`config.mk`:
```
export PLATFORM = sky130hd
export DESIGN_NAME = dmem_port_arbiter
export DESIGN_NICKNAME = d
export VERILOG_FILES = /design/src/rtl/dmem_port_arbiter.sv
export SDC_FILE = /design/constraint.sdc
export NUM_CORES = 1
export LEC_CHECK = 0
export ABC_AREA = 1
export BUFFER_PORTS_ARGS = -buffer_cell sky130_fd_sc_hd__buf_4
export CAP_MARGIN = 20
export CORE_MARGIN = 8
export CORE_UTILIZATION = 39
export CTS_CLUSTER_DIAMETER = 150
export CTS_CLUSTER_SIZE = 40
export DETAILED_ROUTE_END_ITERATION = 10
export GPL_TIMING_DRIVEN = 0
export HOLD_SLACK_MARGIN = 0.12
export PLACE_DENSITY_LB_ADDON = 0.12
export SLEW_MARGIN = 20
export SYNTH_ARGS = -nofsm -noshare
export SYNTH_HDL_FRONTEND = slang
export SYNTH_SLANG_ARGS = --single-unit
```
`constraint.sdc`:
```
create_clock -name clk -period 1.7 [get_ports clk]
set_input_delay 0.51 -clock clk [delete_from_list [all_inputs] [get_ports clk]]
set_output_delay 0.51 -clock clk [all_outputs]
set_load 0.01 [all_outputs]
```
`src/rtl/dmem_port_arbiter.sv`:
```
`default_nettype none
// ============================================================================
// Module  : dmem_port_arbiter
// Brief   : Shares the single-port data memory between the core load/store
//           path and a debug/loader port. The core has fixed priority, an
//           anti-starvation counter lets waiting debug traffic through, and
//           debug can lock the memory for exclusive use.
// Revision: 1.0 - initial release
// ============================================================================
module dmem_port_arbiter #(
  parameter int ADDR_W   = 10,
  parameter int DATA_W   = 32,
  parameter int MAX_HOLD = 4
) (
  input  logic              clk,
  input  logic              rst,
  input  logic              core_req,
  input  logic              core_we,
  input  logic [ADDR_W-1:0] core_addr,
  input  logic [DATA_W-1:0] core_wdata,
  output logic              core_gnt,
  output logic              core_rvalid,
  output logic [DATA_W-1:0] core_rdata,
  output logic              core_stall,
  input  logic              dbg_req,
  input  logic              dbg_we,
  input  logic              dbg_lock,
  input  logic [ADDR_W-1:0] dbg_addr,
  input  logic [DATA_W-1:0] dbg_wdata,
  output logic              dbg_gnt,
  output logic              dbg_rvalid,
  output logic [DATA_W-1:0] dbg_rdata,
  output logic              locked,
  output logic              mem_we,
  output logic [ADDR_W-1:0] mem_addr,
  output logic [DATA_W-1:0] mem_wdata,
  input  logic [DATA_W-1:0] mem_rdata
);

  // MAX_HOLD is limited to 1..15, so four bits always hold the count.
  localparam int                  c_hold_w   = 4;
  localparam logic [c_hold_w-1:0] c_max_hold = c_hold_w'(MAX_HOLD);

  typedef enum logic [0:0] {
    ST_OPEN   = 1'b0,
    ST_LOCKED = 1'b1
  } state_t;

  typedef enum logic [1:0] {
    OWN_NONE = 2'd0,
    OWN_CORE = 2'd1,
    OWN_DBG  = 2'd2
  } owner_t;

  state_t              r_state;
  state_t              w_state_nxt;
  owner_t              r_owner;
  owner_t              w_owner_nxt;
  logic [c_hold_w-1:0] r_hold_cnt;
  logic [c_hold_w-1:0] w_hold_cnt_nxt;
  logic                w_core_win;
  logic                w_dbg_win;
  logic                r_core_rvalid;
  logic                r_dbg_rvalid;
  logic [DATA_W-1:0]   r_core_rdata;
  logic [DATA_W-1:0]   r_dbg_rdata;

  // --------------------------------------------------------------------------
  // Arbitration and next-state decode
  // --------------------------------------------------------------------------
  always_comb begin
    w_core_win  = 1'b0;
    w_dbg_win   = 1'b0;
    w_state_nxt = r_state;
    case (r_state)
      ST_OPEN: begin
        // Core keeps priority until debug has waited through MAX_HOLD core grants.
        if (core_req && !(dbg_req && (r_hold_cnt == c_max_hold))) begin
          w_core_win = 1'b1;
        end else if (dbg_req) begin
          w_dbg_win = 1'b1;
        end
        if (w_dbg_win && dbg_lock) begin
          w_state_nxt = ST_LOCKED;
        end
      end
      ST_LOCKED: begin
        w_dbg_win = dbg_req;
        if (!dbg_lock) begin
          w_state_nxt = ST_OPEN;
        end
      end
      default: w_state_nxt = ST_OPEN;
    endcase
  end

  always_comb begin
    w_hold_cnt_nxt = r_hold_cnt;
    if (!dbg_req || w_dbg_win) begin
      w_hold_cnt_nxt = '0;
    end else if (w_core_win && (r_hold_cnt != c_max_hold)) begin
      w_hold_cnt_nxt = r_hold_cnt + 1'b1;
    end
  end

  always_comb begin
    w_owner_nxt = OWN_NONE;
    if (w_core_win && !core_we) begin
      w_owner_nxt = OWN_CORE;
    end else if (w_dbg_win && !dbg_we) begin
      w_owner_nxt = OWN_DBG;
    end
  end

  // --------------------------------------------------------------------------
  // Memory-side mux: idle cycles drive all zeros
  // --------------------------------------------------------------------------
  always_comb begin
    mem_we    = 1'b0;
    mem_addr  = '0;
    mem_wdata = '0;
    if (w_core_win) begin
      mem_we    = core_we;
      mem_addr  = core_addr;
      mem_wdata = core_wdata;
    end else if (w_dbg_win) begin
      mem_we    = dbg_we;
      mem_addr  = dbg_addr;
      mem_wdata = dbg_wdata;
    end
  end

  // --------------------------------------------------------------------------
  // State registers
  // --------------------------------------------------------------------------
  always_ff @(posedge clk or negedge rst) begin
    if (!rst) begin
      r_state    <= ST_OPEN;
      r_hold_cnt <= '0;
      r_owner    <= OWN_NONE;
    end else begin
      r_state    <= w_state_nxt;
      r_hold_cnt <= w_hold_cnt_nxt;
      r_owner    <= w_owner_nxt;
    end
  end

  // Read data arrives the cycle after the grant; capture it for the owner only.
  always_ff @(posedge clk or negedge rst) begin
    if (!rst) begin
      r_core_rvalid <= 1'b0;
      r_dbg_rvalid  <= 1'b0;
      r_core_rdata  <= '0;
      r_dbg_rdata   <= '0;
    end else begin
      r_core_rvalid <= (r_owner == OWN_CORE);
      r_dbg_rvalid  <= (r_owner == OWN_DBG);
      if (r_owner == OWN_CORE) begin
        r_core_rdata <= mem_rdata;
      end
      if (r_owner == OWN_DBG) begin
        r_dbg_rdata <= mem_rdata;
      end
    end
  end

  assign core_gnt    = w_core_win;
  assign dbg_gnt     = w_dbg_win;
  assign core_stall  = core_req & ~w_core_win;
  assign core_rvalid = r_core_rvalid;
  assign core_rdata  = r_core_rdata;
  assign dbg_rvalid  = r_dbg_rvalid;
  assign dbg_rdata   = r_dbg_rdata;
  assign locked      = (r_state == ST_LOCKED);

endmodule
`default_nettype wire

```
==> impl_results.rst, run 1 <==
.. list-table::
   :header-rows: 1

   * - Metric
     - Value
   * - Dominant synthesized flop cell
     - dfrtp_1
   * - Proportion of layout cells with a drive suffix above 1
     - 0.545
   * - Most repeated cell in the gate-level netlist after synthesis
     - nand2_1
   * - Count of placed standard cells including taps
     - roughly 800
   * - Portion of total power attributed to combinational logic
     - 0.333
   * - P_sw
     - between 0.0015 and 0.002 W
   * - Length of the first detailed-routing pass in iterations
     - 4
   * - Final number of hold-violating endpoints
     - 0
   * - Avg Synthesized Cell Area
     - 8.81 µm²
   * - Leak
     - about 3.4 nW
   * - Wire length on met1
     - between 5000 and 6000 µm
   * - Iter 0 DRT Violations
     - 205
   * - Vertical die dimension
     - around 110 µm
   * - Placeable Area
     - about 9600 µm²
   * - Post-detailed-route DRC marker count
     - 0
   * - Data arrival time of the worst path
     - 1.67 ns
   * - Count of non-filler cells in the finished layout
     - between 800 and 900
   * - Slew margin rel.
     - 0.390
   * - Via count of the first global-routing pass
     - just over 4,000
   * - Full die area
     - 13,100 µm²
   * - Maximum net fanout on the critical path
     - 10
   * - EDFF count, synth
     - 0
   * - CTS tree
     - yes
   * - TritonCTS Buffers
     - 9
   * - Top cells by area in the synthesized netlist
     - dfrtp_1, nand2_1, nand3_2, nand3_1, o21ai_2
   * - Required arrival time at the worst endpoint
     - about 1.2 ns
   * - Max-cap violations
     - 0
   * - Remaining antenna violation count
     - 0
   * - Maximum number of pins on one net before global-route repair
     - 74
   * - Cell types with the highest counts after synthesis
     - nand2_1, dfrtp_1, nand3_1
   * - Clock network fraction of total power
     - 0.276
   * - Starting utilization of the core area
     - 0.395
   * - Min cycle time layout
     - 2.18 ns
   * - Max-slew violations
     - 0
   * - Total GRT Usage
     - 0.194
   * - Setup CP Type
     - reg -> out
   * - Area used by multi-input combinational logic
     - 1690 µm²
   * - Number of cell rows
     - 36
   * - Met3 routed wirelength
     - between 1000 and 1500 µm
   * - Cell area after placement
     - about 5700 µm²
   * - CTS clk-pin slew, worst paths
     - ~0.090 ns
   * - Sinks on Clock Net
     - between 70 and 80
   * - Max VDD drop
     - between 400 and 500 µV
   * - Vias after detailed routing
     - 3,838
   * - Routability Congestion
     - 0.752
   * - Highest attainable clock frequency
     - about 0.46 GHz
   * - Sequential group share of total power
     - 0.391
   * - Share of the synthesized area in the top cell type
     - 0.482
   * - Port Buffer Count
     - ~240
   * - Die boundary width
     - roughly 110 µm
   * - Post-route cell area
     - between 6000 and 7000 µm²
   * - Count of final setup violators
     - between 40 and 50
   * - Class of the most critical hold timing path
     - in -> async
   * - Worst Setup End Kind
     - output port
   * - CTS root buf
     - clkbuf_8
   * - Hold-fix buffers, CTS
     - 0
   * - Yosys cell types
     - 22
   * - Count of boundary I/O pins
     - roughly 240
   * - Instance count of the mapped netlist
     - 430
   * - Detail-routed via count per cell
     - 4.66
   * - Area Overhead vs Synth
     - 64.8%
   * - Maximum number of buffers from clock root to sink
     - 2
   * - Total area of sequential cells
     - between 1500 and 2000 µm²
   * - Synthesis-stage register bit count
     - 73
   * - Clock latency on the worst-skew pair
     - approximately 0.34 ns
   * - Total of fill cells in the finished design
     - just over 800
   * - Number of antenna violations at the first check in global routing
     - 0
   * - Crit start category
     - flip-flop
   * - Synthesized cell area
     - around 3800 µm²
   * - Power per cell area
     - between 900 and 1000 nW/µm²
   * - Worst slew pin tran
     - between 0.9 and 1 ns
   * - Number of warning messages in the yosys log
     - 0
   * - Internal power summed over all cells
     - ~0.0039 W
   * - Number of antenna cells inserted
     - 0
   * - CTS HTree Levels
     - 3
   * - Violated checks
     - negative setup slack
   * - Setup Skew
     - ~0.0095 ns
   * - Async set-or-reset flop fraction in the synthesized netlist
     - 1.00
   * - Setup slack after layout
     - -0.482 ns
   * - DPL Wire Length
     - between 10,000 and 15,000 µm
   * - # nets final
     - 810
   * - Top metal layer carrying routed signals
     - met4
   * - Crit share post-route
     - 1.28
   * - Result of the run
     - finished, violations left
   * - Number of nets produced by synthesis
     - ~560
   * - Post-DR wirelength/cell
     - around 16 µm
   * - Wire length of the first global-routing pass
     - a little over 20,000 µm
   * - Met2 WL
     - roughly 6600 µm
   * - Switching Share
     - 0.313
   * - Residual overflow from global routing
     - 0
   * - Total Wirelength
     - 13,100 µm
   * - Post-synth top area cell
     - dfrtp_1
   * - Portion of the post-synthesis area used by sequential elements
     - 0.482
   * - Setup repair after global routing missed its margin
     - true
-- timing repair --
item / in CTS / in global routing
pin swaps: 10 / 11
gates resized for setup: 34 / 29
endpoints found under the setup margin: 46 / 46
setup buffers: 6 / 1
cloned: 3 / 0
-- power by group through the flow --
stage	clock, W	sequential (W)	combinational, W
final	0.00159	0.00225	0.00191
after global routing	0.00170	0.00229	0.00208
after CTS	0.00162	0.00225	0.00191
after detailed placement	0	0.00228	0.00185
after global placement	0	0.00227	0.00183
after floorplan	0	0.00240	0.000629
-- registers in the layout, indices dropped and copies added, names as in the netlist --
| signal | flops |
|---|---|
| locked | 1 |
| dbg_rvalid | 1 |
| dbg_rdata | 32 |
| r_hold_cnt | 4 |
| core_rdata | 32 |
| r_owner | 2 |
| core_rvalid | 1 |
-- worst max-delay path, stage by stage (launching register included) --
cell and delay [ns]:
dfrtp_1 0.38, inv_1 0.06, ha_2 0.16, nand2_2 0.06, inv_4 0.08, nand2_8 0.08, nand2_8 0.11, buf_12 0.15
nand3_2 0.07, nand2_2 0.06, buf_4 0.11
-- per-stage QoR --
step | setup WS (ns) | power, W | hold WS [ns] | util | setup TNS [ns]
2_1_floorplan | 0.0113 | 0.00303 | 0.214 | - | 0
3_3_place_gp | -0.247 | 0.00409 | 0.468 | 0.596 | -9.04
3_5_place_dp | -0.254 | 0.00413 | 0.472 | 0.596 | -9.75
4_1_cts | -0.508 | 0.00578 | 0.315 | 0.641 | -21.93
5_1_grt | -0.589 | 0.00607 | 0.316 | 0.651 | -25.38
6_report | -0.482 | 0.00574 | 0.292 | 0.651 | -20.92
-- layer usage --
layer	track usage	up-vias
met3	0.0728	12
met5	0	-
met2	0.334	144
li1	-	1899
met1	0.218	1783
met4	0.0577	0
-- area by class of cell --
type	instances	area share
Tap cell	133	0.0266
Timing Repair Buffer	242	0.305
Inverter	46	0.0285
Clock inverter	6	0.0156
Buffer	31	0.0395
Sequential cell	73	0.293
Multi-Input combinational cell	282	0.270
Clock buffer	10	0.0220
-- cells by family (layout without fill, tap and decap cells) --
family	count (synthesis)	after routing	synth area share
AOI/OAI and AO/OA	65	65	0.109
and+or+nand+nor	211	213	0.289
buffers and inverters	77	335	0.109
xor gates and xnor gates	2	2	0.00462
DFF	73	73	0.482
adders and majority gates	2	2	0.00660
-- cells in the final DEF (no fill, tap or decap), types with 14 or more instances in the layout --
| cell | Yosys | routed |
|---|---|---|
| buf_2 | 17 | 14 |
| buf_4 | 0 | 222 |
| buf_6 | 7 | 30 |
| dfrtp_1 | 73 | 73 |
| inv_1 | 44 | 42 |
| nand2_1 | 112 | 95 |
| nand2_2 | 0 | 17 |
| nand3_1 | 57 | 47 |
| nand3_2 | 30 | 39 |
| o21ai_0 | 33 | 33 |
| o21ai_2 | 23 | 23 |
-- worst paths after layout --
| check | from | end | slack [ns] | cells after the start |
|---|---|---|---|---|
| setup / recovery | r_hold_cnt[0]$_DFFE_PN0P_ | mem_wdata[25] | -0.48 | 10 |
| hold / removal | rst | dbg_rdata[16]$_DFFE_PN0P_ | 0.29 | 1 |
| setup reg to reg | r_hold_cnt[0]$_DFFE_PN0P_ | r_hold_cnt[3]$_DFFE_PN0P_ | 0.34 | 9 |
| hold reg to reg | core_rdata[6]$_DFFE_PN0P_ | core_rdata[6]$_DFFE_PN0P_ | 0.49 | 2 |
| max in group asynchronous | rst | dbg_rdata[25]$_DFFE_PN0P_ | 0.81 | 1 |
| min in group clk | dbg_we | r_owner[1]$_DFF_PN0_ | 0.33 | 2 |
No activity file was read; power rests on OpenSTA's default activity.
==> run 2, diff against run 1 <==
--- a/config.mk
+++ b/config.mk
@@ -16,6 +16,7 @@
 export GPL_TIMING_DRIVEN = 0
 export HOLD_SLACK_MARGIN = 0.12
 export PLACE_DENSITY_LB_ADDON = 0.12
+export SETUP_SLACK_MARGIN = 0.05
 export SLEW_MARGIN = 20
 export SYNTH_ARGS = -nofsm -noshare
 export SYNTH_HDL_FRONTEND = slang
==> impl_results.rst, run 2 (same netlist as run 1, synthesis figures left out) <==
.. list-table::
   :header-rows: 1

   * - Metric
     - Value
   * - Result of the run
     - finished, violations left
   * - Violated checks
     - negative setup slack
   * - Placeable Area
     - 9590 µm² (unchanged)
   * - Final number of hold-violating endpoints
     - 0 (unchanged)
   * - Full die area
     - 13,100 µm² (unchanged)
   * - Proportion of layout cells with a drive suffix above 1
     - 0.616 (+0.0716)
   * - Number of antenna violations at the first check in global routing
     - 0 (unchanged)
   * - Max-slew violations
     - 0 (unchanged)
   * - Crit share post-route
     - 1.32 (+0.0401)
   * - Maximum number of buffers from clock root to sink
     - 2 (unchanged)
   * - Met3 routed wirelength
     - 1340 µm (+11%)
   * - Leak
     - 3.44 nW (+1.5%)
   * - Max-cap violations
     - 0 (unchanged)
   * - Slew margin rel.
     - 0.400 (+0.0101)
   * - Sinks on Clock Net
     - 73 (unchanged)
   * - Pre-CTS worst setup slack
     - -0.304 ns (-0.0506 ns)
   * - Maximum number of pins on one net before global-route repair
     - 74 (unchanged)
   * - Setup repair after global routing missed its margin
     - true
   * - Class of the most critical hold timing path
     - in -> async
   * - Worst Setup End Kind
     - output port
   * - DPL Wire Length
     - 10,400 µm (+1.9%)
   * - Required arrival time at the worst endpoint
     - 1.19 ns (about the same)
   * - Crit path from
     - r_hold_cnt[0]$_DFFE_PN0P_
   * - Worst hold margin
     - 0.273 ns (-0.0183 ns)
   * - Min cycle time layout
     - 2.25 ns (+0.0682 ns)
   * - CTS clk-pin slew, worst paths
     - 0.09 ns (about the same)
   * - Iter 0 DRT Violations
     - 217 (+5.9%)
   * - Total GRT Usage
     - 0.199 (+0.00465)
   * - Post-DR wirelength/cell
     - 16.7 µm (+4.7%)
   * - Count of boundary I/O pins
     - 236 (unchanged)
   * - Port Buffer Count
     - 235 (unchanged)
   * - Crit start category
     - flip-flop
   * - Residual overflow from global routing
     - 0 (unchanged)
   * - Most common cell after layout, fill and taps aside
     - buf_4
   * - Highest attainable clock frequency
     - 0.444 GHz (-3.0%)
   * - Power per cell area
     - 864 nW/µm² (-6.1%)
   * - # nets final
     - 811 (+0.12%)
   * - Worst slew pin tran
     - 0.899 ns (-0.0152 ns)
   * - Peak per-stage delay on the critical path
     - 0.40 ns (+0.02 ns)
   * - Setup Skew
     - 0.0141 ns (+0.00469 ns)
   * - Wire length on met1
     - 4880 µm (-4.3%)
   * - Length of the first detailed-routing pass in iterations
     - 4 (unchanged)
   * - Clock latency on the worst-skew pair
     - 0.34 ns (about the same)
   * - Max VDD drop
     - 450 µV (+8.4%)
   * - TritonCTS Buffers
     - 9 (unchanged)
   * - Vertical die dimension
     - 115 µm (unchanged)
   * - Starting utilization of the core area
     - 0.395 (unchanged)
   * - Detail-routed via count per cell
     - 4.81 (+3.1%)
   * - Setup CP Type
     - reg -> out
   * - Number of cell rows
     - 36 (unchanged)
   * - Most numerous cell on the critical path
     - buf_6
   * - Total power
     - 0.00566 W (-1.5%)
   * - CP Cell Sequence
     - inv_2, ha_2, nand2_2, inv_2, nand2_8, buf_6, nand2_8, buf_6, nand3_2, nand2_2, buf_6
   * - CTS HTree Levels
     - 3 (unchanged)
   * - Wire length of the first global-routing pass
     - 20,700 µm (+1.6%)
   * - Remaining antenna violation count
     - 0 (unchanged)
   * - Final standard cell utilization of the core
     - 0.683 (+0.0321)
   * - Vias after detailed routing
     - 3,960 (+3.2%)
   * - Count of final setup violators
     - 46 (unchanged)
   * - Most frequent cells in the layout
     - buf_4, dfrtp_1, nand2_1, nand3_2, buf_6
   * - Routability Congestion
     - 0.793 (+5.4%)
   * - Via count of the first global-routing pass
     - 4,278 (+3.5%)
   * - Cell with the largest stage delay on the worst path
     - dfrtp_1
   * - Critical register-to-register path startpoint
     - r_hold_cnt[0]$_DFFE_PN0P_
   * - Data arrival time of the worst path
     - 1.74 ns (+0.07 ns)
   * - Number of antenna cells inserted
     - 0 (unchanged)
   * - Top metal layer carrying routed signals
     - met4
   * - Post-detailed-route DRC marker count
     - 0 (unchanged)
   * - CTS tree
     - yes
   * - CTS root buf
     - clkbuf_8
   * - Area Overhead vs Synth
     - 73.0%
   * - Maximum net fanout on the critical path
     - 4 (-6)
   * - Die boundary width
     - 115 µm (unchanged)
   * - Total Wirelength
     - 13,700 µm (+4.8%)
   * - Setup slack after layout
     - -0.550 ns (-0.0682 ns)
   * - Met2 WL
     - 7340 µm (+11%)
## run 2: cell count changes in the layout (fill, tap and decap cells not counted), sizes merged
cell / previous run / this run
bufinv: 2 / 1
clkinvlp: 0 / 1
clkbuf: 14 / 17
buf: 269 / 268
nand2: 116 / 115
## run 2: final timing paths
| path | endpoint | slack (ns) | depth (start not counted) |
|---|---|---|---|
| setup / recovery | mem_addr[5] | -0.55 | 11 |
| hold / removal | core_rdata[19]$_DFFE_PN0P_ | 0.27 | 1 |
| setup reg to reg | r_owner[1]$_DFF_PN0_ | 0.39 | 9 |
| hold reg to reg | core_rdata[18]$_DFFE_PN0P_ | 0.49 | 2 |
| max in group asynchronous | dbg_rdata[25]$_DFFE_PN0P_ | 0.82 | 1 |
| min in group clk | r_owner[1]$_DFF_PN0_ | 0.35 | 2 |
## run 2: critical path, delay by kind of cell, from the launching register on
| family | cells | cell delay, ns |
|---|---|---|
| buffers and inverters | 5 | 0.50 |
| adder cells (fa/ha/maj) | 1 | 0.16 |
| AND/OR/NAND/NOR | 5 | 0.35 |
| flip-flops | 1 | 0.40 |
## run 2: layout make-up
| type | count | area, µm² |
|---|---|---|
| fillers | 778 | 3040 |
| inverters | 46 | 173 |
| flip-flops and latches | 73 | 1830 |
| clock inverters | 6 | 75.1 |
| clock buffers | 10 | 128 |
| plain buffers | 30 | 268 |
| multi-input cells | 281 | 1910 |
| repair buffers | 245 | 2000 |
| well taps | 133 | 166 |
## run 2: timing repair
action | in CTS | in global routing
pin swaps | 4 | 13
gates resized for setup | 46 | 53
buffers inserted | 7 | 1
gates cloned | 3 | 0
hold endpoints to repair | 0 | 0
setup endpoints to repair | 46 | 46
hold buffers | 0 | 0
## run 2: through the flow
stage	TNS (ns)	cells	area [µm²]
3_5_place_dp	-12.25	798	5830
6_report	-23.32	824	6550
3_3_place_gp	-11.22	798	5830
2_1_floorplan	0	430	3900
4_1_cts	-22.40	823	6310
5_1_grt	-27.97	824	6550
## run 2: metal layers
metal  track usage  vias to the layer above
met5             0                        -
met4        0.0532                        0
met3        0.0849                       13
met2         0.363                      158
met1         0.201                     1895
li1              -                     1894
## run 2: power by group
group          internal (W)  switching (W)  leakage, nW
combinational       0.00106       0.000969         2.44
clock              0.000702       0.000692       0.0994
sequential          0.00205       0.000188        0.907
total               0.00381        0.00185         3.44
